<file path="src/rtl/sym_vn_rank_lut.sv">
// Dual-replica 32x3 rank LUT: each read port composes its address from two message fields.
// Define SYM_VN_RANK_RD_REG_EN to register the read data (one cycle of latency).
module sym_vn_rank_lut #(
  parameter int DATA_W = 3,
  parameter int ADDR_W = 5
) (
  input  logic              write_clk,
  input  logic              rst,
  input  logic [ADDR_W-4:0] y0_in_A,
  input  logic [2:0]        y1_in_A,
  input  logic [ADDR_W-4:0] y0_in_B,
  input  logic [2:0]        y1_in_B,
  output logic [ADDR_W-1:0] page_addr_A,
  output logic [ADDR_W-1:0] page_addr_B,
  output logic [DATA_W-1:0] lut_data0,
  output logic [DATA_W-1:0] lut_data1,
  input  logic [DATA_W-1:0] lut_in_bank0_replicate_0,
  input  logic [ADDR_W-1:0] page_write_addr_replicate_0,
  input  logic [DATA_W-1:0] lut_in_bank0_replicate_1,
  input  logic [ADDR_W-1:0] page_write_addr_replicate_1,
  input  logic              we
);

  localparam int DEPTH = 1 << ADDR_W;

  logic [DATA_W-1:0] replica0_q [DEPTH];
  logic [DATA_W-1:0] replica0_d [DEPTH];
  logic [DATA_W-1:0] replica1_q [DEPTH];
  logic [DATA_W-1:0] replica1_d [DEPTH];
  logic [DATA_W-1:0] rd_data0;
  logic [DATA_W-1:0] rd_data1;

  // The first message supplies the upper address bits; no reset dependency.
  assign page_addr_A = {y0_in_A, y1_in_A};
  assign page_addr_B = {y0_in_B, y1_in_B};

  always_comb begin
    // NOTE: every target gets a default first so no path leaves it unassigned (no latch).
    replica0_d = replica0_q;
    replica1_d = replica1_q;
    if (rst) begin
      for (int i = 0; i < DEPTH; i++) begin
        replica0_d[i] = '0;
        replica1_d[i] = '0;
      end
    end else if (we) begin
      replica0_d[page_write_addr_replicate_0] = lut_in_bank0_replicate_0;
      replica1_d[page_write_addr_replicate_1] = lut_in_bank0_replicate_1;
    end
  end

  // NOTE: the storage is built from flops rather than a RAM macro because every entry must clear on reset.
  always_ff @(posedge write_clk) begin
    // NOTE: state updates use <= so all flops sample the pre-edge values together.
    replica0_q <= replica0_d;
    replica1_q <= replica1_d;
  end

  // Reads see only the registered array, so a same-address write appears after the edge.
  assign rd_data0 = replica0_q[page_addr_A];
  assign rd_data1 = replica1_q[page_addr_B];

`ifdef SYM_VN_RANK_RD_REG_EN
  logic [DATA_W-1:0] lut_data0_q, lut_data0_d;
  logic [DATA_W-1:0] lut_data1_q, lut_data1_d;

  always_comb begin
    lut_data0_d = rst ? '0 : rd_data0;
    lut_data1_d = rst ? '0 : rd_data1;
  end

  always_ff @(posedge write_clk) begin
    lut_data0_q <= lut_data0_d;
    lut_data1_q <= lut_data1_d;
  end

  assign lut_data0 = lut_data0_q;
  assign lut_data1 = lut_data1_q;
`else
  assign lut_data0 = rd_data0;
  assign lut_data1 = rd_data1;
`endif

endmodule

</file>
<file path="config.mk">
export PLATFORM = sky130hd
export DESIGN_NAME = sym_vn_rank_lut
export DESIGN_NICKNAME = d
export VERILOG_FILES = /design/src/rtl/sym_vn_rank_lut.sv
export SDC_FILE = /design/constraint.sdc
export NUM_CORES = 1
export LEC_CHECK = 0
export ABC_AREA = 1
export ABC_CLOCK_PERIOD_IN_PS = 3170
export BUFFER_PORTS_ARGS = -buffer_cell sky130_fd_sc_hd__buf_4
export CORE_ASPECT_RATIO = 0.7
export CORE_MARGIN = 2
export CORE_UTILIZATION = 57
export DETAILED_ROUTE_END_ITERATION = 6
export MAX_ROUTING_LAYER = met4
export PLACE_DENSITY = 0.73
export SETUP_SLACK_MARGIN = 0.05
export SLEW_MARGIN = 20
export SYNTH_ARGS = -nofsm -noshare
export SYNTH_HDL_FRONTEND = slang
export SYNTH_SLANG_ARGS = --single-unit
</file>
<file path="constraint.sdc">
create_clock -name write_clk -period 3.17 [get_ports write_clk]
set_input_delay 0.317 -clock write_clk [delete_from_list [all_inputs] [get_ports write_clk]]
set_output_delay 0.317 -clock write_clk [all_outputs]
set_load 0.005 [all_outputs]
</file>
==> impl_results.rst, run 1 <==
.. list-table::
   :header-rows: 1

   * - Metric
     - Value
   * - Overall via count from detail_route
     - 9,034
   * - Buffer cell driving the clock tree root
     - clkbuf_16
   * - Max Cap Viol
     - 0
   * - Die width
     - 155 um
   * - Critical Path Sink Type
     - output pin
   * - Status
     - finished clean
   * - Final sum of negative setup slack
     - 0 ps
   * - Startpoint of the most critical hold path
     - lut_in_bank0_replicate_0[0]
   * - Number of buffers inserted by post-CTS setup repair
     - 0
   * - Diodes inserted
     - 0
   * - Avg Cell Area, Syn
     - 6.33 um^2
   * - Number of buffer and inverter instances along the worst setup path
     - 3
   * - Largest fanout of any net on the critical path
     - 26
   * - Synth cell types
     - 13
   * - Starting utilization of the core area
     - 0.586
   * - Instance area at placement
     - 9340 um^2
   * - Slew at the pin closest to its max-slew limit
     - 804 ps
   * - Count of endpoints failing setup in the final report
     - 0
   * - Number of cells on the worst reg-to-reg path
     - 2
   * - Final cycle utilization of the critical path
     - 0.720
   * - Sequential element share of the synthesized area
     - 0.422
   * - Final routed wirelength across all metal layers
     - around 25 mm
   * - Worst hold path depth
     - 3
   * - Final weighted congestion in routability-driven placement
     - 0.935
   * - Post-Route Utilization
     - 0.637
   * - Mapped Nets
     - 1,467
   * - Hold path endpoint
     - replica0_q[42]
   * - Crit Path Class
     - in -> out
   * - Fin. max-slew vios
     - 0
   * - Total of flip-flops plus latches after synthesis
     - 192
   * - Relative contribution of combinational cells to total power
     - 0.083
   * - Series of cell instances along the critical path
     - buf_4 -> inv_1 -> nand3_1 -> nand3_1 -> nand2_1 -> nand2_1 -> nand2_1 -> nand2_1 -> nand2_1 -> buf_4
   * - CP dominant cell by count
     - nand2_1
   * - Number of buffers on the longest clock path
     - 2
   * - Standard cell core area
     - around 16,000 um^2
   * - Number of hold-slack violations in the final timing report
     - 0
   * - Port Buffers
     - 44
   * - TritonCTS clock tree
     - done
   * - Placement row count
     - 38
   * - Launch point of the worst reg-to-reg path
     - replica1_q[64]
   * - Path class of the lowest-slack min-delay path
     - in -> reg
   * - Post-detailed-route wirelength per cell
     - 15.5 um
   * - Yosys synthesis warning count
     - 0
   * - Leading cell type in the layout, fill and taps excluded
     - nand2_1
   * - Critical Path Slowest Stage Cell
     - inv_1
   * - Kind of start point of the critical path
     - input pin
   * - Wire length of the first global-routing pass
     - 39.8 mm
   * - Cell-internal power
     - roughly 3.7 mW
   * - Number of antenna-violating nets in the routed design
     - 0
   * - Count of clock tree sinks
     - around 190
   * - CTS buffer count
     - 17
   * - Count of cells resized by post-cts repair
     - 0
   * - Net count of the finished layout
     - 1,452
   * - Peak per-stage delay on the critical path
     - 600 ps
   * - # DRC
     - 0
   * - Max rail drop VDD
     - 0.397 mV
   * - H-tree lvl count
     - 4
   * - Proportion of layout cells with a drive suffix above 1
     - 0.0627
   * - Critical Path RT
     - 2850 ps
   * - GR Overflow Total
     - 0
   * - Reg2reg setup slack
     - 2540 ps
   * - Via count of the first global-routing pass
     - between 7k and 8k
   * - Share of total power consumed by net switching
     - 0.268
   * - Critical Path AT
     - just under 2000 ps
   * - Final worst clock skew
     - 0 ps
   * - Sequential group share of total power
     - 0.488
   * - Y dimension of the die
     - 110 um
   * - Destination of the worst register-to-register timing path
     - replica1_q[64]
   * - Antenna violations before repair
     - 0
   * - Relative max-transition margin
     - 0.463
   * - Critical Path Start
     - y1_in_B[1]
   * - Post-layout instance area
     - 9910 um^2
   * - Switching Power
     - between 1 and 1.5 mW
   * - Final worst path period need
     - 2280 ps
   * - Total of hold buffers inserted after clock tree synthesis
     - 0
   * - Synth Instances
     - around 1.4k
   * - Area growth from synthesis to layout
     - 8.85%
   * - GRT Overall Usage
     - 0.307
   * - Leakage component of the power
     - around 3.4 nW
   * - Category of cells accounting for the largest share of critical-path delay
     - buffers and inverters
   * - Worst skew pair latency
     - 440 ps
   * - Maximum number of pins on one net before global-route repair
     - 104
   * - Placed wire-length estimate after detailed placement
     - 16.4 mm
   * - Commonest non-fill, non-tap cells in the layout
     - nand2_1 (648), dfxtp_1 (192), a21oi_1 (189)
   * - Initial DRC Count
     - 1,000
   * - Die ar.
     - 17,000 um^2
   * - Post-CTS clock slew at the launch and capture registers of the worst setup and hold paths
     - 70 ps
   * - Setup repair after global routing missed its margin
     - false
   * - Total standard cell area after synthesis
     - around 9100 um^2
   * - Length of the first detailed-routing pass in iterations
     - 6
   * - I/O pin total
     - 45
   * - Via count normalized by instance count
     - 5.52
   * - Power density over cell area
     - 504 nW/um^2
   * - Clk network pwr share
     - 0.428
   * - Achievable frequency
     - 438 MHz
==> flip-flops by register name (all words and copies together) (netlist names) <==
register and cells:
replica0_q 96, replica1_q 96
==> cell usage after synthesis (all sizes together) <==
library cell,number,area share
nand2,648,0.27
dfxtp,192,0.42
a21oi,189,0.10
nand3,168,0.097
inv,84,0.035
nor2,70,0.029
clkbuf,43,0.018
buf,41,0.027
nor3,3,0.0016
==> tightest hold or removal path: stages <==
cell and delay (ps):
buf_4 240, nand2_1 120, a21oi_1 60
==> metrics by stage <==
stage	setup slack (ps)	std cells	total power, mW	hold WS (ps)
finish	886	1636	4.99	341
global route	753	1636	5.14	340
CTS	923	1636	5.00	329
detailed placement	974	1604	2.90	453
global placement	995	1604	2.90	450
floorplan	1700	1438	2.76	440
==> power groups by stage <==
stage          registers [mW]  logic [mW]  clock network (mW)
2_1_floorplan            2.49       0.268                   0
3_3_place_gp             2.49       0.403                   0
3_5_place_dp             2.49       0.405                   0
4_1_cts                  2.44       0.407                2.16
5_1_grt                  2.44       0.449                2.25
6_report                 2.44       0.415                2.14
==> per-layer routing <==
layer / global-route usage / vias to the layer above / part of all wire
met5: - / - / 0
met4: 0.0608 / 0 / 0.0074
met3: 0.0706 / 16 / 0.11
met2: 0.407 / 420 / 0.40
met1: 0.468 / 4072 / 0.48
li1: - / 4526 / -
==> cell type report <==
class                   instances  area, um^2
clock buffers                  19         433
clock inverters                13         140
fillers                      1471        5640
inverters                      84         315
multi-input cells            1078        4540
flip-flops and latches        192        3840
well taps                     200         250
repair buffers                 50         392
==> worst max-delay path by stage <==
stage	endpoint	slack, ps	depth (start not counted)
global placement	lut_data0[0]	1000	10
finish	lut_data1[1]	890	10
floorplan	lut_data0[1]	1700	10
CTS	lut_data1[1]	920	10
global route	lut_data0[1]	750	10
detailed placement	lut_data0[0]	970	10
==> logic make-up (layout without fill, tap and decap cells) <==
kind of cell           after synthesis  in the layout  synth area share
AOI/OAI and AO/OA                  189            189             0.104
buffers and inverters              168            166            0.0796
DFF                                192            192             0.422
and+or+nand+nor                    889            889             0.394
Note: power is estimated with default switching activity, not from simulation.
==> run 2, diff against run 1 <==
- ABC_CLOCK_PERIOD_IN_PS: 3170 -> 2300
- clock period: 3.17 -> 2.3 ns (I/O delays scaled with it)
==> impl_results.rst, run 2 (synthesis gave the netlist of run 1 again) <==
.. list-table::
   :header-rows: 1

   * - Metric
     - Value
   * - Status
     - finished clean
   * - Worst hold path depth
     - 2 (-1)
   * - Starting utilization of the core area
     - 0.586 (unchanged)
   * - Power density over cell area
     - 673 nW/um^2 (+34%)
   * - GR Overflow Total
     - 0 (unchanged)
   * - Post-CTS clock slew at the launch and capture registers of the worst setup and hold paths
     - 70 ps (about the same)
   * - Path class of the lowest-slack min-delay path
     - in -> reg
   * - Category of cells accounting for the largest share of critical-path delay
     - buffers and inverters
   * - Final weighted congestion in routability-driven placement
     - 0.939 (+0.44%)
   * - Largest fanout of any net on the critical path
     - 26 (unchanged)
   * - Critical Path RT
     - 2070 ps (-780 ps)
   * - Number of logic stages on the critical path including buffering
     - 11 (+1)
   * - Y dimension of the die
     - 110 um (unchanged)
   * - Leakage component of the power
     - 3.44 nW (+0.40%)
   * - Critical Path Slowest Stage Cell
     - inv_1
   * - Net count of the finished layout
     - 1,459 (+0.48%)
   * - TritonCTS clock tree
     - done
   * - Total of hold buffers inserted after clock tree synthesis
     - 0 (unchanged)
   * - Number of buffer and inverter instances along the worst setup path
     - 4 (+1)
   * - Count of clock tree sinks
     - 192 (unchanged)
   * - Proportion of layout cells with a drive suffix above 1
     - 0.0672 (+0.00455)
   * - Via count of the first global-routing pass
     - 7,743 (+1.6%)
   * - Critical Path AT
     - 1660 ps (-310 ps)
   * - Port Buffers
     - 44 (unchanged)
   * - GRT Overall Usage
     - 0.317 (+0.00995)
   * - Length of the first detailed-routing pass in iterations
     - 6 (unchanged)
   * - Final sum of negative setup slack
     - 0 ps (unchanged)
   * - Largest registers
     - replica0_q (96), replica1_q (96)
   * - Fin. max-slew vios
     - 0 (unchanged)
   * - Die width
     - 155 um (unchanged)
   * - Number of buffers inserted by post-CTS setup repair
     - 0 (unchanged)
   * - Setup repair after global routing missed its margin
     - false
   * - Startpoint of the most critical hold path
     - rst
   * - Peak per-stage delay on the critical path
     - 340 ps (-260 ps)
   * - Achievable frequency
     - 529 MHz
   * - Relative contribution of combinational cells to total power
     - 0.088 (+0.005)
   * - I/O pin total
     - 45 (unchanged)
   * - Final worst path period need
     - 1890 ps
   * - Clk network pwr share
     - 0.412 (-0.016)
   * - Antenna violations before repair
     - 0 (unchanged)
   * - Final worst clock skew
     - 0 ps (unchanged)
   * - Wire length of the first global-routing pass
     - 41.1 mm (+3.3%)
   * - Reg2reg setup slack
     - 1620 ps (-920 ps)
   * - Crit Path Class
     - in -> out
   * - Share of total power consumed by net switching
     - 0.268 (about the same)
   * - Relative max-transition margin
     - 0.613 (+0.150)
   * - Number of cells on the worst reg-to-reg path
     - 2 (unchanged)
   * - Initial DRC Count
     - 1,061 (+6.1%)
   * - Destination of the worst register-to-register timing path
     - replica0_q[32]
   * - Series of cell instances along the critical path
     - buf_4 -> inv_1 -> buf_4 -> nand3_1 -> nand3_1 -> nand2_1 -> nand2_1 -> nand2_1 -> nand2_1 -> nand2_1 -> buf_4
   * - Final cycle utilization of the critical path
     - 0.822
   * - Post-detailed-route wirelength per cell
     - 15.4 um (about the same)
   * - CP dominant cell by count
     - nand2_1
   * - Diodes inserted
     - 0 (unchanged)
   * - Number of buffers on the longest clock path
     - 2 (unchanged)
   * - Overall via count from detail_route
     - 8,990 (-0.49%)
   * - Placed wire-length estimate after detailed placement
     - 16.5 mm (+0.91%)
   * - Die ar.
     - 17,000 um^2 (unchanged)
   * - Max rail drop VDD
     - 0.445 mV (+12%)
   * - Count of endpoints failing setup in the final report
     - 0 (unchanged)
   * - Area growth from synthesis to layout
     - 9.61%
   * - Number of antenna-violating nets in the routed design
     - 0 (unchanged)
   * - Post-layout instance area
     - 9980 um^2 (+0.69%)
   * - Hold path endpoint
     - replica1_q[74]
   * - Number of hold-slack violations in the final timing report
     - 0 (unchanged)
   * - Via count normalized by instance count
     - 5.47 (-0.91%)
   * - Kind of start point of the critical path
     - input pin
   * - CTS buffer count
     - 17 (unchanged)
   * - Instance area at placement
     - 9440 um^2 (+1.1%)
   * - Buffer cell driving the clock tree root
     - clkbuf_16
   * - Slew at the pin closest to its max-slew limit
     - 580 ps (-224 ps)
   * - Maximum number of pins on one net before global-route repair
     - 73 (-30%)
   * - Sequential group share of total power
     - 0.500 (+0.012)
   * - Cell-internal power
     - 4.92 mW (+35%)
   * - Worst skew pair latency
     - 430 ps (about the same)
   * - # DRC
     - 0 (unchanged)
   * - Launch point of the worst reg-to-reg path
     - replica0_q[32]
   * - Max Cap Viol
     - 0 (unchanged)
   * - Leading cell type in the layout, fill and taps excluded
     - nand2_1
   * - Commonest non-fill, non-tap cells in the layout
     - nand2_1 (648), dfxtp_1 (192), a21oi_1 (189)
   * - H-tree lvl count
     - 4 (unchanged)
   * - Placement row count
     - 38 (unchanged)
   * - Critical Path Sink Type
     - output pin
   * - Switching Power
     - 1.80 mW (+35%)
   * - Standard cell core area
     - 15,500 um^2 (unchanged)
   * - Count of cells resized by post-cts repair
     - 0 (unchanged)
   * - Final routed wirelength across all metal layers
     - 25.4 mm (+0.40%)
[run 2: cell types whose count changed in the layout (fill, tap and decap cells not counted)]
| cell | previous run | this run |
|---|---|---|
| bufinv_16 | 1 | 0 |
| clkinvlp_4 | 0 | 6 |
| inv_8 | 2 | 0 |
| clkinv_4 | 4 | 2 |
| inv_6 | 6 | 5 |
| buf_4 | 48 | 51 |
| buf_12 | 1 | 5 |
[run 2: power by group through the flow]
stage,clock (mW),sequential (mW),combinational (mW)
after floorplan,0,3.43,0.370
after global routing,2.95,3.36,0.645
after global placement,0,3.44,0.577
final,2.77,3.36,0.593
after detailed placement,0,3.44,0.580
after CTS,2.81,3.36,0.582
[run 2: layout make-up]
cell class	count	area [um^2]
fill	1468	5570
multi-input combinational	1078	4540
sequential	192	3840
timing repair buffer	57	494
clock buffer	19	433
inverter	84	315
tap	200	250
clock inverter	13	106
[run 2: worst max path at each step]
stage / to / from
floorplan: lut_data0[1] / y1_in_A[1]
global placement: lut_data0[2] / y1_in_A[1]
detailed placement: lut_data0[1] / y1_in_A[1]
CTS: lut_data0[1] / y1_in_A[1]
global route: lut_data0[1] / y1_in_A[1]
finish: lut_data0[1] / y1_in_A[1]
[run 2: layer usage]
layer  vias to the layer above  GRT usage  share of wire
met2                       404      0.405           0.38
met4                         0     0.0847         0.0093
met1                      4027      0.488           0.51
met5                         -          -              0
li1                       4537          -              -
met3                        22     0.0721          0.097
[run 2: metrics by stage]
step | hold slack [ps] | total power [mW] | utilization | setup slack [ps] | std cells
final | 245 | 6.72 | 0.642 | 409 | 1643
after global routing | 252 | 6.95 | 0.642 | 247 | 1643
after CTS | 237 | 6.75 | 0.642 | 426 | 1643
after detailed placement | 453 | 4.02 | 0.607 | 428 | 1611
after global placement | 450 | 4.02 | 0.607 | 454 | 1611
after floorplan | 378 | 3.80 | - | 1010 | 1438
==> run 3, diff against run 2 <==
- ABC_CLOCK_PERIOD_IN_PS: 2300 -> 1750
- clock period: 2.3 -> 1.75 ns (I/O delays scaled with it)
==> impl_results.rst, run 3 (synthesis gave the netlist of run 1 again) <==
.. list-table::
   :header-rows: 1

   * - Metric
     - Value
   * - Status
     - finished clean
   * - Overall via count from detail_route
     - 9,207 (+2.4%)
   * - Overall power of the completed layout
     - 9.21 mW (+37%)
   * - Net count of the finished layout
     - 1,462 (+0.21%)
   * - Starting utilization of the core area
     - 0.586 (unchanged)
   * - Antenna violations before repair
     - 0 (unchanged)
   * - Number of hold-slack violations in the final timing report
     - 0 (unchanged)
   * - Final worst clock skew
     - 0 ps (unchanged)
   * - Critical Path Slowest Stage Cell
     - dfxtp_1
   * - Maximum number of pins on one net before global-route repair
     - 67 (-8.2%)
   * - Placement row count
     - 38 (unchanged)
   * - Die ar.
     - 17,000 um^2 (unchanged)
   * - Y dimension of the die
     - 110 um (unchanged)
   * - Wire length of the first global-routing pass
     - 40.8 mm (-0.62%)
   * - Via count normalized by instance count
     - 5.60 (+2.3%)
   * - Count of endpoints failing setup in the final report
     - 0 (unchanged)
   * - Final weighted congestion in routability-driven placement
     - 0.876 (-6.7%)
   * - Crit Path Class
     - reg -> out
   * - Placed wire-length estimate after detailed placement
     - 16.6 mm (+0.51%)
   * - Area used by multi-input combinational logic
     - 4720 um^2 (+4.1%)
   * - Post-CTS clock slew at the launch and capture registers of the worst setup and hold paths
     - 80 ps (about the same)
   * - Storage cell area
     - 3910 um^2 (+1.7%)
   * - Final sum of negative setup slack
     - 0 ps (unchanged)
   * - Total of hold buffers inserted after clock tree synthesis
     - 0 (unchanged)
   * - Most crowded layer after global routing
     - met1
   * - Number of buffers on the longest clock path
     - 2 (unchanged)
   * - Kind of start point of the critical path
     - flop
   * - Number of inserted filler cells in the final layout
     - 1,411 (-3.9%)
   * - Leading cell type in the layout, fill and taps excluded
     - nand2_1
   * - Number of cells on the worst reg-to-reg path
     - 3 (+1)
   * - CTS buffer count
     - 17 (unchanged)
   * - Leakage component of the power
     - 3.60 nW (+4.6%)
   * - Via count of the first global-routing pass
     - 7,699 (-0.57%)
   * - Relative max-transition margin
     - 0.584 (-0.0299)
   * - Standard cell core area
     - 15,500 um^2 (unchanged)
   * - TritonCTS clock tree
     - done
   * - Met1 Resource Use GR
     - 0.492 (+0.00442)
   * - Slack of the critical path
     - 88.9 ps (-321 ps)
   * - Largest fanout of any net on the critical path
     - 2 (-92%)
   * - Final worst path period need
     - 1660 ps
   * - Path class of the lowest-slack min-delay path
     - in -> reg
   * - Length of the first detailed-routing pass in iterations
     - 6 (unchanged)
   * - Peak per-stage delay on the critical path
     - 360 ps (+20 ps)
   * - Worst hold path depth
     - 2 (unchanged)
   * - Area growth from synthesis to layout
     - 13.8%
   * - Met3 Track Usage GR
     - 0.0694 (-0.00276)
   * - Number of buffer and inverter instances along the worst setup path
     - 1 (-3)
   * - Met2 usage in global routing
     - 0.410 (+0.00508)
   * - Max Cap Viol
     - 0 (unchanged)
   * - Post-detailed-route wirelength per cell
     - 15.9 um (+2.7%)
   * - Count of clock tree sinks
     - 192 (unchanged)
   * - Critical Path RT
     - 1570 ps (-500 ps)
   * - Worst skew pair latency
     - 430 ps (about the same)
   * - Instance area at placement
     - 9510 um^2 (+0.69%)
   * - H-tree lvl count
     - 4 (unchanged)
   * - Category of cells accounting for the largest share of critical-path delay
     - simple AND/OR/NAND/NOR gates
   * - Post-Place Worst Slack
     - 257 ps (-170 ps)
   * - CP dominant cell by count
     - nand2_1
   * - Diodes inserted
     - 0 (unchanged)
   * - Die width
     - 155 um (unchanged)
   * - Power density over cell area
     - 889 nW/um^2 (+32%)
   * - Slew at the pin closest to its max-slew limit
     - 624 ps (+44.1 ps)
   * - Critical Path Sink Type
     - output pin
   * - Fin. max-slew vios
     - 0 (unchanged)
   * - Number of logic stages on the critical path including buffering
     - 9 (-2)
   * - # DRC
     - 0 (unchanged)
   * - Post-layout instance area
     - 10,400 um^2 (+3.8%)
   * - I/O pin total
     - 45 (unchanged)
   * - Final routed wirelength across all metal layers
     - 26.1 mm (+2.8%)
   * - GR Overflow Total
     - 0 (unchanged)
   * - Achievable frequency
     - between 600 and 700 MHz
   * - Critical Path AT
     - 1490 ps (-170 ps)
   * - Proportion of layout cells with a drive suffix above 1
     - 0.130 (+0.0629)
   * - Commonest non-fill, non-tap cells in the layout
     - nand2_1 (645), a21oi_1 (189), dfxtp_1 (140)
   * - Final cycle utilization of the critical path
     - 0.949
   * - Number of antenna-violating nets in the routed design
     - 0 (unchanged)
   * - Setup repair after global routing missed its margin
     - true
   * - Series of cell instances along the critical path
     - nand2_1 -> nand3_1 -> nand3_1 -> nand2_1 -> nand2_1 -> nand2_1 -> nand2_1 -> nand2_1 -> buf_4
   * - Max rail drop VDD
     - 0.576 mV (+30%)
   * - Buffer cell driving the clock tree root
     - clkbuf_16
   * - Initial DRC Count
     - 1,099 (+3.6%)
   * - Largest registers
     - replica0_q (96), replica1_q (96)
   * - Port Buffers
     - 44 (unchanged)
   * - GRT Overall Usage
     - 0.316 (-0.000388)
   * - Filler-free cell count of the finished design
     - 1,645 (+0.12%)
   * - Placed insts
     - 1,613 (+0.12%)
-- run 3: metrics by stage --
| stage | hold slack (ps) | util |
|---|---|---|
| detailed placement | 453 | 0.611 |
| finish | 86.9 | 0.666 |
| floorplan | 323 | - |
| CTS | 88.6 | 0.650 |
| global placement | 450 | 0.611 |
| global route | 104 | 0.666 |
-- run 3: report_power, final --
group,internal [mW],leakage [nW],total (mW),switching [mW]
Clock,2.19,0.271,3.96,1.77
Combinational,0.251,1.76,0.833,0.582
Sequential,4.40,1.57,4.42,0.0198
-- run 3: cell type report --
| type | instances | area share |
|---|---|---|
| multi-input combinational | 1078 | 0.456 |
| timing repair buffer | 60 | 0.0551 |
| clock inverter | 11 | 0.0128 |
| clock buffer | 20 | 0.0441 |
| inverter | 84 | 0.0304 |
| tap | 200 | 0.0242 |
| sequential | 192 | 0.377 |
-- run 3: path summary, 6_finish.rpt --
path / startpoint / endpoint / slack [ps]
worst min-delay path: rst / replica1_q[4] / 90
worst max register to register: replica0_q[38] / replica0_q[38] / 1050
worst max-delay path: replica1_q[76] / lut_data1[1] / 90
worst min register to register: replica0_q[69] / replica0_q[69] / 460
-- run 3: worst register-to-register path, cell delays in order (launching register included) --
cell and delay (ps):
dfxtp_2 340, buf_4 130, nand2_1 60, a21oi_1 60
-- run 3: layer usage --
metal  up-vias  share of wire  routed length, um
met3        24           0.11               2810
met4         0         0.0085                221
li1       4534              -                  -
met1      4211           0.48              12600
met2       438           0.40              10500
met5         -              0                  0
-- run 3: timing repair --
item | CTS | global route
setup buffers | 0 | 1
endpoints found under the hold margin | 0 | 0
resized for setup | 1 | 90
setup endpoints to repair | 1 | 6
pin swaps | 0 | 18
